File: src/rtl/uart_report_pkg.sv
// uart_report_pkg
//   Shared constants and helpers for the counter-to-UART report path.
//   - FSM state codes for uart_cnt_reporter (IDLE, LOAD, CONV, SEND, WAIT)
//   - ASCII constants and frame length for the "DDDD\r\n" frame
//   - bcd_adjust: add-3 step of the double-dabble conversion
//   - frame_byte: byte index + BCD value -> ASCII byte of the frame
package uart_report_pkg;

  localparam logic [2:0] ST_IDLE = 3'd0;
  localparam logic [2:0] ST_LOAD = 3'd1;
  localparam logic [2:0] ST_CONV = 3'd2;
  localparam logic [2:0] ST_SEND = 3'd3;
  localparam logic [2:0] ST_WAIT = 3'd4;

  localparam logic [7:0] ASCII_ZERO = 8'h30;
  localparam logic [7:0] ASCII_CR   = 8'h0D;
  localparam logic [7:0] ASCII_LF   = 8'h0A;

  localparam int FRAME_LEN   = 6;
  localparam int CNT_MAX_DEF = 9999;

  // Add 3 to every BCD nibble that is 5 or more, ahead of the next left shift.
  function automatic logic [15:0] bcd_adjust(input logic [15:0] b);
    logic [15:0] r;
    r = b;
    for (int i = 0; i < 4; i++) begin
      if (b[4*i +: 4] >= 4'd5) r[4*i +: 4] = b[4*i +: 4] + 4'd3;
    end
    return r;
  endfunction

  // Byte idx of the frame: four digits thousands-first, then CR, LF.
  function automatic logic [7:0] frame_byte(input logic [2:0] idx, input logic [15:0] bcd);
    logic [7:0] b;
    case (idx)
      3'd0:    b = ASCII_ZERO + {4'h0, bcd[15:12]};
      3'd1:    b = ASCII_ZERO + {4'h0, bcd[11:8]};
      3'd2:    b = ASCII_ZERO + {4'h0, bcd[7:4]};
      3'd3:    b = ASCII_ZERO + {4'h0, bcd[3:0]};
      3'd4:    b = ASCII_CR;
      default: b = ASCII_LF;
    endcase
    return b;
  endfunction

endpackage

File: src/rtl/bin2bcd_seq.sv
// bin2bcd_seq
//   Sequential double-dabble: W-bit binary in, 16-bit BCD out.
//   Ports:
//     clk      system clock
//     reset    asynchronous active-low reset
//     start_i  one-cycle pulse, captures bin_i
//     bin_i    binary value to convert
//     done_o   one-cycle pulse, ITER cycles after start_i; bcd_o valid from then on
//     bcd_o    converted value, held until the next start_i
//   The capture edge already performs the first shift (BCD is all zero then, so
//   no add-3 is needed); the remaining ITER-1 shifts run on the following edges.
module bin2bcd_seq
  import uart_report_pkg::*;
#(
  parameter int W    = 14,
  parameter int ITER = W
) (
  input  logic          clk,
  input  logic          reset,
  input  logic          start_i,
  input  logic [W-1:0]  bin_i,
  output logic          done_o,
  output logic [15:0]   bcd_o
);

  localparam int CW = $clog2(ITER + 1);

  logic [W-1:0]  bin_q;
  logic [15:0]   bcd_q;
  logic [CW-1:0] cnt_q;
  logic          run_q;
  logic          done_q;
  logic [15:0]   bcd_adj;

  assign bcd_adj = bcd_adjust(bcd_q);

  always_ff @(posedge clk or negedge reset) begin
    if (!reset) begin
      bin_q  <= '0;
      bcd_q  <= '0;
      cnt_q  <= '0;
      run_q  <= 1'b0;
      done_q <= 1'b0;
    end else if (start_i) begin
      bin_q  <= {bin_i[W-2:0], 1'b0};
      bcd_q  <= {15'h0, bin_i[W-1]};
      cnt_q  <= CW'(ITER - 1);
      run_q  <= 1'b1;
      done_q <= 1'b0;
    end else if (run_q) begin
      bin_q <= {bin_q[W-2:0], 1'b0};
      bcd_q <= {bcd_adj[14:0], bin_q[W-1]};
      cnt_q <= cnt_q - CW'(1);
      if (cnt_q == CW'(1)) begin
        run_q  <= 1'b0;
        done_q <= 1'b1;
      end
    end else begin
      done_q <= 1'b0;
    end
  end

  assign done_o = done_q;
  assign bcd_o  = bcd_q;

endmodule

File: src/rtl/uart_cnt_reporter.sv
// uart_cnt_reporter
//   Snapshots a binary counter, converts it to four decimal digits and streams
//   the frame "DDDD\r\n" into a UART transmitter via its start / tx_done handshake.
//   Optional build macro: UART_CNT_REPORTER_AUTO_EN adds a free-running period
//   counter (parameter AUTO_PERIOD) that raises a report request on every wrap.
//   Ports:
//     clk           system clock
//     reset         asynchronous active-low reset
//     i_report_req  one-cycle request for a report frame
//     i_count       live counter value (binary)
//     i_tx_done     one-cycle pulse from the UART when a byte has gone out
//     o_tx_start    one-cycle pulse launching one UART byte
//     o_tx_data     byte to send, held from o_tx_start until i_tx_done
//     o_busy        high whenever not IDLE
//     o_req_drop    one-cycle pulse when a request is discarded
//
//   state | meaning
//   IDLE  | waiting for a request or a pending request
//   LOAD  | capture min(i_count, CNT_MAX) into the converter
//   CONV  | double-dabble running, wait for converter done
//   SEND  | o_tx_start high for the current byte
//   WAIT  | byte in flight, wait for i_tx_done
module uart_cnt_reporter
  import uart_report_pkg::*;
#(
  parameter int CNT_W       = 14,
  parameter int CNT_MAX     = CNT_MAX_DEF,
  parameter int CONV_CYCLES = 14
`ifdef UART_CNT_REPORTER_AUTO_EN
  ,
  parameter int AUTO_PERIOD = 100_000_000
`endif
) (
  input  logic             clk,
  input  logic             reset,
  input  logic             i_report_req,
  input  logic [CNT_W-1:0] i_count,
  input  logic             i_tx_done,
  output logic             o_tx_start,
  output logic [7:0]       o_tx_data,
  output logic             o_busy,
  output logic             o_req_drop
);

  localparam logic [CNT_W-1:0] CNT_MAX_V = CNT_W'(CNT_MAX);
  localparam logic [2:0]       IDX_LAST  = 3'(FRAME_LEN - 1);

  logic [2:0]       state_q, state_d;
  logic [2:0]       idx_q, idx_d;
  logic             pend_q, pend_d;
  logic             drop_q, drop_d;
  logic [7:0]       data_q, data_d;

  logic             req;
  logic             conv_start;
  logic             conv_done;
  logic [15:0]      bcd;
  logic [CNT_W-1:0] count_sat;

`ifdef UART_CNT_REPORTER_AUTO_EN
  logic [31:0] per_q;
  logic        auto_req;

  assign auto_req = (per_q == 32'(AUTO_PERIOD - 1));

  always_ff @(posedge clk or negedge reset) begin
    if (!reset) per_q <= '0;
    else        per_q <= auto_req ? '0 : per_q + 32'd1;
  end

  assign req = i_report_req | auto_req;
`else
  assign req = i_report_req;
`endif

  assign count_sat  = (i_count > CNT_MAX_V) ? CNT_MAX_V : i_count;
  assign conv_start = (state_q == ST_LOAD);

  // The converter's input register is the frame snapshot: it is loaded on
  // the LOAD edge and untouched until the next frame.
  bin2bcd_seq #(
    .W    (CNT_W),
    .ITER (CONV_CYCLES)
  ) u_bin2bcd (
    .clk     (clk),
    .reset   (reset),
    .start_i (conv_start),
    .bin_i   (count_sat),
    .done_o  (conv_done),
    .bcd_o   (bcd)
  );

  always_comb begin
    state_d = state_q;
    idx_d   = idx_q;
    pend_d  = pend_q;
    drop_d  = 1'b0;
    data_d  = data_q;

    if (req && (state_q != ST_IDLE)) begin
      if (pend_q) drop_d = 1'b1;
      else        pend_d = 1'b1;
    end

    case (state_q)
      ST_IDLE: begin
        if (req || pend_q) begin
          state_d = ST_LOAD;
          // A fresh request arriving while a pending one is consumed stays pending.
          pend_d  = pend_q & req;
        end
      end
      ST_LOAD: state_d = ST_CONV;
      ST_CONV: begin
        if (conv_done) begin
          state_d = ST_SEND;
          idx_d   = 3'd0;
          data_d  = frame_byte(3'd0, bcd);
        end
      end
      ST_SEND: state_d = ST_WAIT;
      ST_WAIT: begin
        if (i_tx_done) begin
          if (idx_q == IDX_LAST) begin
            state_d = ST_IDLE;
          end else begin
            state_d = ST_SEND;
            idx_d   = idx_q + 3'd1;
            data_d  = frame_byte(idx_q + 3'd1, bcd);
          end
        end
      end
      default: state_d = ST_IDLE;
    endcase
  end

  always_ff @(posedge clk or negedge reset) begin
    if (!reset) begin
      state_q <= ST_IDLE;
      idx_q   <= 3'd0;
      pend_q  <= 1'b0;
      drop_q  <= 1'b0;
      data_q  <= 8'h00;
    end else begin
      state_q <= state_d;
      idx_q   <= idx_d;
      pend_q  <= pend_d;
      drop_q  <= drop_d;
      data_q  <= data_d;
    end
  end

  assign o_tx_start = (state_q == ST_SEND);
  assign o_tx_data  = data_q;
  assign o_busy     = (state_q != ST_IDLE);
  assign o_req_drop = drop_q;

endmodule

File: config.mk
export PLATFORM = sky130hd
export DESIGN_NAME = uart_cnt_reporter
export DESIGN_NICKNAME = d
export VERILOG_FILES = /design/src/rtl/uart_report_pkg.sv /design/src/rtl/bin2bcd_seq.sv /design/src/rtl/uart_cnt_reporter.sv
export SDC_FILE = /design/constraint.sdc
export NUM_CORES = 1
export LEC_CHECK = 0
export ABC_AREA = 1
export CORE_MARGIN = 2
export CORE_UTILIZATION = 40
export CTS_CLUSTER_DIAMETER = 40
export CTS_CLUSTER_SIZE = 12
export DETAILED_ROUTE_END_ITERATION = 7
export SLEW_MARGIN = 25
export SYNTH_ARGS = -nofsm -noshare
export SYNTH_HDL_FRONTEND = slang
export SYNTH_HIERARCHICAL = 1
export SYNTH_SLANG_ARGS = --single-unit
File: constraint.sdc
create_clock -name clk -period 1.48 [get_ports clk]
set_input_delay 0.37 -clock clk [delete_from_list [all_inputs] [get_ports clk]]
set_output_delay 0.37 -clock clk [all_outputs]
set_load 0.005 [all_outputs]
==> results.txt, run 1 <==
* Outcome: finished with violations
- The checks that failed: negative setup slack.
* Share of synthesized area occupied by flip-flops and latches: 0.401
- In the final layout, the share of cells above drive strength 1 is 0.275.
* Initial antenna violation count: 0
* Fraction of the core area covered by cells at the end of the flow: 0.536
- Switching Share: 0.438
* Setup TNS: -331 ps
- Reported leakage power: 1.92 nW
- On the final layout, the worst clock skew is 4.86 ps.
* Worst Setup SP: state_q[0]
- The total overflow left after global routing is 0.
- The final layout contains routed wiring with a total length of 6550 um.
* Die X-Extent: 90.6 um
* End of the critical path: o_busy
* Wire length per cell after detailed routing: 12.2 um
* Pre-CTS WS: -373 ps
* Crit path buffers/inverters: 3
- Cell mode on critical path: sky130_fd_sc_hd__inv_2
* PortBufs: 26
- Peak supply drop: 701 uV
* Critical Path Start Type: flop
- Area inside the core boundary: around 0.0073 mm2
* Clock transition at path regs: 90 ps
- The internal power of the cells totals 0.00417 W.
* Antenna-violating nets left: 0
- The first global-routing pass estimated 11700 um of wire.
- The number of different library cells used by synthesis comes to 36.
- Of the available clock period, the critical path in the final layout requires 1.02.
- F_max: approximately 660 MHz
- By startpoint and endpoint, the worst setup path is classified as reg -> out.
- The worst hold path belongs to the class in -> async.
- Router iterations before antenna repair: 4
* End of the worst register-to-register path: u_bin2bcd/bcd_o[8]
- Compared with the post-synthesis result, the final layout area differs by 29.7%.
- TritonCTS created 5 clock buffers.
- Reg2reg setup slack: -30 ps
- Setup repair after global routing could not meet its margin everywhere.
* Kind of end point of the critical path: output pin
- In the final design database the tool counted 472 nets.
* Pin count of the biggest net entering global routing: 49
- For this design, the sink count on the clock tree is 48.
- For this run, design rule violations remaining after detail routing come to 0.
- Cell Area, Synth: 0.00300 mm2
- Across every metal layer, demand over resource in global routing totals 0.171.
- The largest single stage delay on the critical path is 390 ps.
- Hold Fails Final Rpt: 0
- Die height: roughly 91 um
* Yosys warning total: 6
- Max-cap violation count: 0
* PnR worst setup slack: -29.9 ps
- The later pin in the worst-skew pair is clocked with a latency of 300 ps.
- TritonCTS built the clock tree.
- FP Rows: 31
- The cell family contributing the most delay on the critical path is flip-flops.
* R2R Path Start: state_q[0]
- Pwr/cell area: about 1900 mW/mm2
- After filler insertion, the fill cell instance count of the layout stands at 696.
- For this block, the via count after detailed routing is 2631.
- Cell chosen for the clock root: sky130_fd_sc_hd__clkbuf_8
- After the first detailed-routing iteration, the DRC count stood at 149.
- In the routed layout, each cell is associated on average with a via count of 4.88.
- Minimum clock period after layout: 1510 ps
- In this run, synthesis produced a sequential element count of 48.
- Synthesized area divided by synthesized cell count: 8.02 um2
- Critical path data required time: 1110 ps
- The number of antenna diodes in the final layout is 0.
* Starting utilization of the core area: 0.413
* Cells after synthesis: ~370
* Logic depth of the worst setup path including buffers: 5
- CP Data Arrival Time: 1140 ps
- The analysis attributes to net switching a power of 0.00325 W.
* Logic pwr share: 0.570
- Highest fanout seen on the critical path: 3
- Of the total power, registers draw 0.318.
- Number of global-route vias before repair: 2560
- DIE AREA: around 0.0082 mm2
- Proportion of power drawn by the clock network: 0.113
- Non-filler instance count after layout: 539
- During I/O placement, the number of pins put on the boundary was 29.
- Standard cell with the maximum stage delay on the critical path: sky130_fd_sc_hd__dfrtp_1
- DP Cell Count: 516
- Power after layout: approximately 0.0074 W
- At the end of routability-driven placement, the weighted congestion stood at 0.864.
* Depth of the worst register-to-register path: 9
* Post-detailed-placement half-perimeter wirelength: 4550 um
- Number of max-slew violations in the final report: 0
- Finish-stage setup viols: 19
- The longest clock path from root to sink contains 2 buffers.
- H-tree depth: 2
* Series of cell instances along the critical path: inv_2 > nand2_2 > nor2_4 > inv_2 > buf_2
[layout by cell type (no fill, tap or decap), types with 4 or more instances in the layout]
cell	n
sky130_fd_sc_hd__nand2_1	84
sky130_fd_sc_hd__inv_1	46
sky130_fd_sc_hd__dfrtp_1	44
sky130_fd_sc_hd__nand3_1	36
sky130_fd_sc_hd__buf_4	34
sky130_fd_sc_hd__clkdlybuf4s50_1	15
sky130_fd_sc_hd__nor2_1	14
sky130_fd_sc_hd__inv_2	12
sky130_fd_sc_hd__ha_1	12
sky130_fd_sc_hd__nand4_1	11
sky130_fd_sc_hd__a21oi_1	11
sky130_fd_sc_hd__nand2_4	9
sky130_fd_sc_hd__o21ai_1	9
sky130_fd_sc_hd__nand2_2	7
sky130_fd_sc_hd__o221ai_1	7
sky130_fd_sc_hd__o21ai_0	6
sky130_fd_sc_hd__clkbuf_8	6
sky130_fd_sc_hd__dlygate4sd2_1	6
sky130_fd_sc_hd__nand3_2	5
sky130_fd_sc_hd__buf_6	5
sky130_fd_sc_hd__nor2_4	4
sky130_fd_sc_hd__or2_1	4
sky130_fd_sc_hd__dfrtp_2	4
sky130_fd_sc_hd__buf_12	4
sky130_fd_sc_hd__o22ai_2	4
[what timing repair did]
item | CTS | global route
hold buffers | 0 | 0
resized for setup | 39 | 33
setup buffers | 12 | 4
pin swaps | 10 | 8
endpoints found under the setup margin | 33 | 43
[sequential cells by signal, summed over array words and instances (netlist names)]
register	flops
u_bin2bcd/done_o	1
o_req_drop	1
u_bin2bcd/bcd_o	16
idx_q	3
state_q	3
pend_q	1
u_bin2bcd/bin_q	13
u_bin2bcd/cnt_q	4
o_tx_data	5
u_bin2bcd/run_q	1
[per-layer routing]
metal / share of wire / track usage / wire, um / vias up
li1: - / - / - / 1344
met1: 0.47 / 0.224 / 3060 / 1230
met2: 0.48 / 0.290 / 3170 / 50
met3: 0.038 / 0.0334 / 248 / 7
met4: 0.010 / 0.0474 / 67 / 0
met5: 0 / 0 / 0 / -
[power by group through the flow]
stage / Clock (W) / Sequential (W) / Combinational (W)
after detailed placement: 0 / 0.00235 / 0.00380
after global routing: 0.000922 / 0.00244 / 0.00479
after floorplan: 0 / 0.00226 / 0.00271
after global placement: 0 / 0.00234 / 0.00371
after CTS: 0.000862 / 0.00232 / 0.00404
final: 0.000835 / 0.00236 / 0.00423
[metrics by stage]
| step | instance area (um2) | hold slack (ps) |
|---|---|---|
| floorplan | 3010 | 74.4 |
| detailed placement | 3530 | 380 |
| global route | 3890 | 64.5 |
| global placement | 3530 | 379 |
| CTS | 3760 | 45.6 |
| finish | 3890 | 30.1 |
[final cells by class]
| class | instances | area, um2 | area share |
|---|---|---|---|
| Multi-Input combinational cell | 254 | 1590 | 0.409 |
| Sequential cell | 48 | 1210 | 0.310 |
| Timing Repair Buffer | 69 | 632 | 0.162 |
| Inverter | 61 | 243 | 0.0624 |
| Tap cell | 99 | 124 | 0.0319 |
| Clock buffer | 7 | 86.3 | 0.0222 |
| Clock inverter | 1 | 7.51 | 0.00193 |
[cells by family after synthesis]
| family | after synthesis | share of synthesized area |
|---|---|---|
| adder cells (fa/ha/maj) | 15 | 0.0626 |
| AND/OR/NAND/NOR | 185 | 0.299 |
| flip-flops | 48 | 0.401 |
| other | 1 | 0.00125 |
| AO/OA/AOI/OAI | 52 | 0.122 |
| buffers and inverters | 73 | 0.114 |
[Yosys cell counts]
cell / instances / area, um2
sky130_fd_sc_hd__or2_1: 4 / 25.0
sky130_fd_sc_hd__a21oi_1: 13 / 65.1
sky130_fd_sc_hd__buf_2: 1 / 5.00
sky130_fd_sc_hd__a21oi_2: 1 / 8.76
sky130_fd_sc_hd__o221ai_1: 7 / 61.3
sky130_fd_sc_hd__inv_1: 52 / 195
sky130_fd_sc_hd__nor2_4: 3 / 33.8
sky130_fd_sc_hd__nand4_2: 1 / 12.5
sky130_fd_sc_hd__buf_6: 5 / 56.3
sky130_fd_sc_hd__nand3_4: 1 / 17.5
sky130_fd_sc_hd__nand3_2: 2 / 20.0
sky130_fd_sc_hd__buf_4: 3 / 22.5
sky130_fd_sc_hd__conb_1: 1 / 3.75
sky130_fd_sc_hd__nand3_1: 39 / 195
sky130_fd_sc_hd__o21ai_0: 12 / 60.1
sky130_fd_sc_hd__inv_2: 8 / 30.0
sky130_fd_sc_hd__a21boi_0: 1 / 7.51
sky130_fd_sc_hd__nand2_2: 5 / 31.3
sky130_fd_sc_hd__o211ai_1: 3 / 22.5
sky130_fd_sc_hd__clkbuf_1: 2 / 7.51
sky130_fd_sc_hd__o21ai_2: 1 / 8.76
sky130_fd_sc_hd__nand2_1: 91 / 342
sky130_fd_sc_hd__ha_1: 15 / 188
sky130_fd_sc_hd__dfrtp_1: 48 / 1200
sky130_fd_sc_hd__nand2_4: 5 / 56.3
sky130_fd_sc_hd__nand4_1: 11 / 68.8
sky130_fd_sc_hd__inv_4: 1 / 6.26
sky130_fd_sc_hd__o22ai_2: 4 / 50.1
sky130_fd_sc_hd__buf_12: 1 / 20.0
sky130_fd_sc_hd__o21bai_1: 3 / 22.5
sky130_fd_sc_hd__or2_2: 2 / 12.5
sky130_fd_sc_hd__o211ai_2: 3 / 37.5
sky130_fd_sc_hd__nor2_1: 18 / 67.6
sky130_fd_sc_hd__o21ai_1: 3 / 15.0
sky130_fd_sc_hd__nor3_1: 3 / 15.0
sky130_fd_sc_hd__o22ai_1: 1 / 6.26
[worst min-delay path by stage]
stage	end	slack [ps]	cells after the start
floorplan	idx_q[0]	70	0
global placement	idx_q[1]	380	2
detailed placement	idx_q[0]	380	2
CTS	u_bin2bcd/bcd_o[10]	50	2
global route	o_tx_data[4]	60	2
finish	u_bin2bcd/bcd_o[11]	30	2
Power figures use the tool's default switching activity.
==> run 2: changes to the inputs <==
--- a/config.mk
+++ b/config.mk
@@ -6,13 +6,14 @@
 export NUM_CORES = 1
 export LEC_CHECK = 0
 export ABC_AREA = 1
-export CORE_MARGIN = 2
 export CORE_UTILIZATION = 40
 export CTS_CLUSTER_DIAMETER = 40
 export CTS_CLUSTER_SIZE = 12
 export DETAILED_ROUTE_END_ITERATION = 7
+export SETUP_SLACK_MARGIN = 0.2
 export SLEW_MARGIN = 25
 export SYNTH_ARGS = -nofsm -noshare
 export SYNTH_HDL_FRONTEND = slang
 export SYNTH_HIERARCHICAL = 1
 export SYNTH_SLANG_ARGS = --single-unit
+export TNS_END_PERCENT = 50
==> run 2 against run 1 <==
Effect of this change: the flow still finishes with violations (negative setup slack); non-clock buffer count rose by 20; cell area rose by 7.5%; final cell count rose by 3.7%; clock-buffer cell count fell by 2; fmax fell by 3.5%; setup slack got worse by 55 ps.
==> results.txt, run 2 (same netlist as run 1, synthesis figures left out) <==
- Total number of nets in the final design: 492 (+4.2%)
- Total clock buffers created by CTS: 5 (unchanged)
- The residual DRC count came to 0 (unchanged).
* Peak supply drop: 693 uV (-1.1%)
- R2R Path Start: idx_q[1]
* RD Place Congestion: 0.782 (-9.5%)
- Antenna-violating nets left: 0 (unchanged)
- Worst setup path class: reg -> reg
- Finish-stage setup viols: 24 (+5)
- STA classifies the critical path startpoint as a flop.
- The worst setup path is captured at a flop.
- Leading cell type in the layout, fill and taps excluded: sky130_fd_sc_hd__nand2_1
- The critical path starts at idx_q[1].
- The number of antenna violations at the first check in global routing came to 0 (unchanged).
- Worst min-delay path category: in -> async
* Total gr overflow: 0 (unchanged)
- The total length of routed met2 wires is 3430 um (+8.2%).
- The ratio of total power to cell area came to 1930 mW/mm2 (+1.3%).
- Leading cell types in the layout, fill and taps excluded: sky130_fd_sc_hd__nand2_1, sky130_fd_sc_hd__inv_1, sky130_fd_sc_hd__dfrtp_1
* Die height: 88.6 um (-2.2%)
- F_max: 639 MHz (-3.5%)
* End of the critical path: idx_q[0]
- Pre-CTS WS: -310 ps (+62.7 ps)
- Router iterations before antenna repair: 4 (unchanged)
- PortBufs: 26 (unchanged)
* Via density per instance: 4.81 (-1.4%)
- The number of placement rows came to 31 (unchanged).
- The fill cell instance count of the final layout came to 650 (-6.6%).
- The layout cell share with drive strength beyond 1 is 0.376 (+0.101).
- The arrival time at the worst endpoint was 1760 ps (+620 ps).
- The sum of routed wire segments on met1 came to 3190 um (+4.1%).
* Clock tree from TritonCTS: yes
* DIE AREA: 0.00784 mm2 (-4.4%)
- The wire length after detailed routing was 6860 um (+4.7%).
- The count of clock tree sinks was 48 (unchanged).
- The number of vias in the routed layout came to 2691 (+2.3%).
* Minimum clock period after layout: 1570 ps (+55.5 ps)
* Non-filler instance count after layout: 559 (+3.7%)
* End of the worst register-to-register path: idx_q[0]
- The number of violations of the max-capacitance limit came to 0 (unchanged).
- Number of max-slew violations in the final report: 0 (unchanged)
- The antenna cell count is 0 (unchanged).
- The via count of the first global-routing pass was 2496 (-2.5%).
- Area inside the core boundary: 0.00725 mm2 (unchanged)
* Top-Level Pins: 29 (unchanged)
- The fraction of power spent switching nets was 0.441 (+0.00294).
* Proportion of power drawn by the clock network: 0.097 (-0.016)
- The average wire length per cell after detail routing was 12.3 um (+1.0%).
- Post-detailed-placement half-perimeter wirelength: 4630 um (+1.6%)
* Violations in the final reports: negative setup slack
* Detailed Route Iter0 Violations: 165 (+11%)
- Clock transition at path regs: 90 ps (about the same)
- Logic pwr share: 0.610 (+0.040)
- Clk_lat worst skew: 300 ps (about the same)
- The share of power burned in registers came to 0.293 (-0.025).
- The flip-flop count of the largest register after layout came to 16 (unchanged).
* Reported leakage power: 2.05 nW (+6.5%)
- PnR worst setup slack: -85.4 ps (-55.5 ps)
- The final worst clock skew was 8.14 ps (+3.28 ps).
- The internal reg-to-reg setup slack was -90 ps (-60 ps).
- Wire length of the first global-routing pass: 11400 um (-2.3%)
- Internal power of the cells: 0.00451 W (+8.3%)
* Deepest clock path buffer count: 2 (unchanged)
- The flow ran to the end, but the final reports show violations.
* Part of the cycle the worst path needs: 1.06 (+0.0375)
- Pin count of the biggest net entering global routing: 26 (-47%)
* Setup TNS: -961 ps (-630 ps)
- The cell sitting at the root of the clock tree is a sky130_fd_sc_hd__clkbuf_8.
- Total Routing Usage GR: 0.188 (+0.0164)
- Critical path data required time: 1670 ps (+560 ps)
- Starting utilization of the core area: 0.413 (unchanged)
- Setup repair after global routing could not meet its margin everywhere.
* Routed length on met3: 194 um (-22%)
- The depth of the worst register-to-register path came to 9 (unchanged).
* Synthesis-to-finish area growth: 39.5%
- The cell count after placement was 518 (+0.39%).
- The width of the chip was 88.6 um (-2.2%).
- Uppermost layer routed: met4
- The count of endpoints failing hold in the final timing report is 0 (unchanged).
- Switching power: 0.00357 W (+9.6%)
- Highest fanout seen on the critical path: 7 (+4)
- The level count of the clock H-tree is 2 (unchanged).
==> run 2: cell count changes in the layout (fill, tap and decap cells not counted), moves of 3 or more <==
cell and change:
sky130_fd_sc_hd__buf_6 +12, sky130_fd_sc_hd__buf_4 +8, sky130_fd_sc_hd__nand2_1 -8, sky130_fd_sc_hd__nand2_2 +8, sky130_fd_sc_hd__nand3_1 -8, sky130_fd_sc_hd__nand3_2 +8
sky130_fd_sc_hd__dlygate4sd2_1 -6, sky130_fd_sc_hd__clkbuf_2 +5, sky130_fd_sc_hd__nor2_1 -3
==> run 2: cell type report <==
| class | instances | area [um2] | area share |
|---|---|---|---|
| multi-input cells | 254 | 1710 | 0.410 |
| flip-flops and latches | 48 | 1200 | 0.288 |
| repair buffers | 89 | 807 | 0.193 |
| inverters | 61 | 245 | 0.0586 |
| well taps | 99 | 124 | 0.0296 |
| clock buffers | 5 | 68.8 | 0.0165 |
| clock inverters | 3 | 18.8 | 0.00449 |
==> run 2: through the flow <==
step	hold WS, ps	util	instance area (um2)	power (W)
final	471	0.577	4180	0.00808
after CTS	482	0.556	4030	0.00767
after detailed placement	266	0.497	3610	0.00629
after global routing	493	0.577	4180	0.00879
after global placement	266	0.497	3610	0.00619
after floorplan	74.4	-	3070	0.00516
==> run 2: worst min path at each step <==
stage / startpoint / endpoint / depth (start not counted)
3_5_place_dp: reset / idx_q[0] / 1
3_3_place_gp: reset / idx_q[0] / 1
4_1_cts: reset / u_bin2bcd/bcd_o[11] / 2
5_1_grt: reset / u_bin2bcd/bcd_o[8] / 2
2_1_floorplan: reset / idx_q[0] / 0
6_report: reset / u_bin2bcd/bcd_o[11] / 2
==> run 2: critical path, cell delays in order, from the launching register on <==
cell                      delay (ps)
sky130_fd_sc_hd__dfrtp_2         430
sky130_fd_sc_hd__inv_2            70
sky130_fd_sc_hd__ha_4            170
sky130_fd_sc_hd__nand2_2          60
sky130_fd_sc_hd__nand3_1          90
sky130_fd_sc_hd__nand2_2         120
sky130_fd_sc_hd__inv_2            60
sky130_fd_sc_hd__nor2_4          230
sky130_fd_sc_hd__buf_4           170
sky130_fd_sc_hd__o21ai_1          50
==> run 2: routing by layer <==
| layer | vias to the layer above | GRT usage |
|---|---|---|
| met4 | 0 | 0.0469 |
| li1 | 1384 | - |
| met1 | 1259 | 0.241 |
| met2 | 43 | 0.329 |
| met3 | 5 | 0.0317 |
| met5 | - | 0 |
==> run 2: what timing repair did <==
| item | in CTS | in global routing |
|---|---|---|
| hold buffers | 1 | 0 |
| pin swaps | 21 | 11 |
| hold endpoints to repair | 7 | 0 |
| setup buffers | 24 | 8 |
| setup endpoints to repair | 50 | 55 |
| resized for setup | 77 | 32 |
==> run 2: power by group through the flow <==
stage,sequential (W),clock (W),combinational [W]
2_1_floorplan,0.00227,0,0.00289
3_3_place_gp,0.00234,0,0.00385
3_5_place_dp,0.00235,0,0.00394
4_1_cts,0.00235,0.000818,0.00450
5_1_grt,0.00244,0.000869,0.00547
6_report,0.00236,0.000786,0.00493
==> run 3: changes to the inputs <==
--- a/config.mk
+++ b/config.mk
@@ -5,7 +5,6 @@
 export SDC_FILE = /design/constraint.sdc
 export NUM_CORES = 1
 export LEC_CHECK = 0
-export ABC_AREA = 1
 export CORE_UTILIZATION = 40
 export CTS_CLUSTER_DIAMETER = 40
 export CTS_CLUSTER_SIZE = 12
==> constraint.sdc (replaced) <==
create_clock -name clk -period 1.48 [get_ports clk]
set_input_delay 0.148 -clock clk [delete_from_list [all_inputs] [get_ports clk]]
set_output_delay 0.148 -clock clk [all_outputs]
set_load 0.005 [all_outputs]
==> run 3 against run 2 <==
Effect of this change: highest routed layer unchanged; wire length is 8.5% higher; combinational power up 19%; the flow still finishes with violations (negative setup slack); clock-buffer cell count increased by 1; first-iteration DRC count is 28% lower; global-route usage increased by 2.2 points; largest power group unchanged; critical path depth decreased by 4; clock power shrank 3.9%; largest cell class unchanged; register-to-register slack about the same; setup slack better by 1.4 ps.
==> results.txt, run 3 <==
* Outcome: finished with violations
- The checks that failed: negative setup slack.
- The flip-flop count of the largest register after layout is 16 (unchanged).
* Kind of end point of the critical path: flop
- Total number of nets in the final design: 429 (-13%)
* Detailed Route Iter0 Violations: 118 (-28%)
- Total wire length: 7450 um (+8.5%)
- Prevailing post-synth register cell: sky130_fd_sc_hd__dfrtp_1
* Total gr overflow: 0 (unchanged)
- The part of the total power dissipated in combinational logic is 0.637 (+0.027).
- Top-Level Pins: 29 (unchanged)
- Number of cells on the worst hold path: 4
* Router iterations before antenna repair: 4 (unchanged)
- The maximum resistive drop on vdd came to 895 uV (+29%).
- Yosys warning total: 6 (unchanged)
- The routability congestion estimate was 0.806 (+3.1%).
- Reported leakage power: 1.95 nW (-4.7%)
* Proportion of power drawn by the clock network: 0.082 (-0.015)
- The cell area after layout came to 0.00434 mm2 (+3.8%).
* R2R Path Start: state_q[0]
- Antenna-violating nets left: 0 (unchanged)
- Highest fanout seen on the critical path: 6 (-1)
* Worst Setup SP: state_q[0]
- Pin count of the biggest net entering global routing: 35 (+35%)
- Ranked by instance count, the synthesized netlist is headed by sky130_fd_sc_hd__dfrtp_1, sky130_fd_sc_hd__nand2_1, sky130_fd_sc_hd__a21oi_1.
- The critical path is of the reg -> reg type.
* Post-detailed-placement half-perimeter wirelength: 4490 um (-2.9%)
* Async set-reset flop share out of synthesis: 1.00 (unchanged)
- Number of clock sinks: 48 (unchanged)
- Number of distinct standard cells referenced by the synthesized netlist: 59 (+64%)
- Hold Fails Final Rpt: 0 (unchanged)
- Sequential group share of total power: 0.282 (-0.011)
* Synthesized area divided by synthesized cell count: 9.14 um2 (+14%)
- The final setup violation count came to 12 (-50%).
- Number of antenna cells inserted: 0 (unchanged)
- TritonCTS built the clock tree.
- Number of flops mapped to enable cells by yosys: 0 (unchanged)
- Number of global-route vias before repair: 2617 (+4.8%)
* Die X-Extent: 87.0 um (-1.8%)
- The average wire length per cell after detail routing is 15.1 um (+23%).
- Clock transition at path regs: 80 ps (about the same)
- Leading cell type in the layout, fill and taps excluded: sky130_fd_sc_hd__dfrtp_1
- The tightest min-delay check is of the in -> reg type.
* DIE AREA: 0.00757 mm2 (-3.5%)
- Hold worst-path end: u_bin2bcd/bin_q[7]
* PnR worst setup slack: -84.0 ps (+1.41 ps)
- Main area contributors after synthesis: sky130_fd_sc_hd__dfrtp_1, sky130_fd_sc_hd__ha_1, sky130_fd_sc_hd__mux2i_1
* Number of max-slew violations in the final report: 0 (unchanged)
- PortBufs: 26 (unchanged)
* Total Routing Usage GR: 0.210 (+0.0222)
* Post-synth top area cell: sky130_fd_sc_hd__dfrtp_1
- The fraction of post-synthesis cell area in the top cell type by area came to 0.416 (+0.0151).
- Part of the cycle the worst path needs: 1.06 (about the same)
- The starting density of the core is 0.421 (+0.00727).
- In the layout the commonest cells are sky130_fd_sc_hd__dfrtp_1, sky130_fd_sc_hd__buf_4, sky130_fd_sc_hd__buf_6.
* Critical Path Start Type: flop
* Deepest clock path buffer count: 2 (unchanged)
* Synthesis-to-finish area growth: 50.2%
- The residual DRC count is 0 (unchanged).
- End of the worst register-to-register path: u_bin2bcd/bcd_o[1]
- Cell Area, Synth: 0.00289 mm2 (-3.6%)
- Setup TNS: -394 ps (+567 ps)
* Clk_lat worst skew: 310 ps (about the same)
* Initial antenna violation count: 0 (unchanged)
- Pre-CTS WS: -279 ps (+31.3 ps)
- The layout cell share with drive strength beyond 1 came to 0.427 (+0.0507).
- The detailed-route vias per instance is 5.34 (+11%).
- Cells after synthesis: 316 (-16%)
- Post-route clock skew: 8.01 ps (-0.132 ps)
- By instance count, the leading cell after synthesis is sky130_fd_sc_hd__dfrtp_1.
- The tree is rooted in a sky130_fd_sc_hd__clkbuf_8.
- RSZ-0062 raised after global routing: yes
- The arrival time at the worst endpoint was 1770 ps (about the same).
- The first-pass GRT wire length is 12400 um (+8.5%).
- Max-cap violation count: 0 (unchanged)
- The depth of the worst register-to-register path is 5 (-4).
* Launch instance of the worst min-delay path: i_count[6]
- The internal reg-to-reg setup slack was -80 ps (about the same).
- The number of synthesized register bits came to 48 (unchanged).
* Internal power of the cells: 0.00544 W (+20%)
- Minimum clock period after layout: 1560 ps (-1.41 ps)
* Cell area reported after detailed placement: 0.00356 mm2 (-1.3%)
- The worst path required time came to 1680 ps (about the same).
- FP Rows: 30 (-3.2%)
- The floorplan core area is 0.00687 mm2 (-5.3%).
- The number of vias in the routed layout is 2625 (-2.5%).
* Switching Share: 0.412 (-0.0291)
- The power spent charging and discharging nets was 0.00381 W (+6.9%).
* Die height: 87.0 um (-1.8%)
- The TritonCTS buffer count was 5 (unchanged).
- F_max: 639 MHz (about the same)
- The part of the Yosys area used for sequential elements is 0.416 (+0.0151).
- The ratio of total power to cell area came to 2130 mW/mm2 (+10%).
- The level count of the clock H-tree came to 2 (unchanged).
## run 3: cell type report
class / instances / area, um2
multi-input combinational: 230 / 1930
fill: 572 / 2530
clock buffer: 6 / 72.6
tap: 96 / 120
timing repair buffer: 93 / 937
clock inverter: 1 / 5.00
sequential: 48 / 1210
inverter: 18 / 67.6
## run 3: logic make-up (layout without fill, tap and decap cells)
| group | count (synthesis) | in the layout | synth area share |
|---|---|---|---|
| multiplexers | 13 | 13 | 0.0450 |
| AND/OR/NAND/NOR | 108 | 108 | 0.200 |
| adder cells (fa/ha/maj) | 16 | 16 | 0.0684 |
| AO/OA/AOI/OAI | 87 | 87 | 0.192 |
| flip-flops | 48 | 48 | 0.416 |
| XOR/XNOR | 4 | 4 | 0.0121 |
| other | 1 | 2 | 0.00130 |
| buffers and inverters | 39 | 118 | 0.0658 |
## run 3: worst max path at each step
stage	to	slack, ps	cells past startpoint
global placement	u_bin2bcd/bin_q[8]	-190	8
floorplan	o_tx_data[1]	30	5
global route	u_bin2bcd/bcd_o[1]	-110	5
finish	u_bin2bcd/bcd_o[1]	-80	5
detailed placement	u_bin2bcd/bin_q[5]	-280	8
CTS	u_bin2bcd/bcd_o[1]	-60	5
## run 3: per-stage QoR
| step | power (W) | std cells | hold slack (ps) | utilization |
|---|---|---|---|---|
| after global routing | 0.00991 | 492 | 242 | 0.632 |
| after floorplan | 0.00520 | 317 | -148 | - |
| after CTS | 0.00880 | 486 | 278 | 0.607 |
| after global placement | 0.00657 | 459 | 91.6 | 0.518 |
| final | 0.00925 | 492 | 226 | 0.632 |
| after detailed placement | 0.00667 | 459 | 83.2 | 0.518 |
## run 3: worst max-delay path, cell delays in order, from the launching register on
cell                       delay (ps)
sky130_fd_sc_hd__dfrtp_1          420
sky130_fd_sc_hd__buf_6            130
sky130_fd_sc_hd__nor3b_4          150
sky130_fd_sc_hd__buf_12           130
sky130_fd_sc_hd__or4b_4           530
sky130_fd_sc_hd__o311ai_4         100
## run 3: what timing repair did
action | 4_1_cts | 5_1_grt
buffers inserted | 16 | 5
gates cloned | 3 | 1
hold buffers | 1 | 0
hold endpoints to repair | 14 | 0
resized for setup | 103 | 33
pin swaps | 43 | 18
setup endpoints to repair | 46 | 46
## run 3: power groups by stage
stage                     combinational [W]  clock [W]  sequential (W)
after floorplan                     0.00281          0         0.00239
after global placement              0.00398          0         0.00259
after detailed placement            0.00406          0         0.00261
after CTS                           0.00543   0.000780         0.00259
after global routing                0.00638   0.000831         0.00270
final                               0.00589   0.000755         0.00260
## run 3: metal layers
layer	track usage	vias up	part of all wire
met4	0.0682	0	0.016
met1	0.256	1283	0.44
met3	0.0341	14	0.030
met5	0	-	0
li1	-	1276	-
met2	0.377	52	0.51
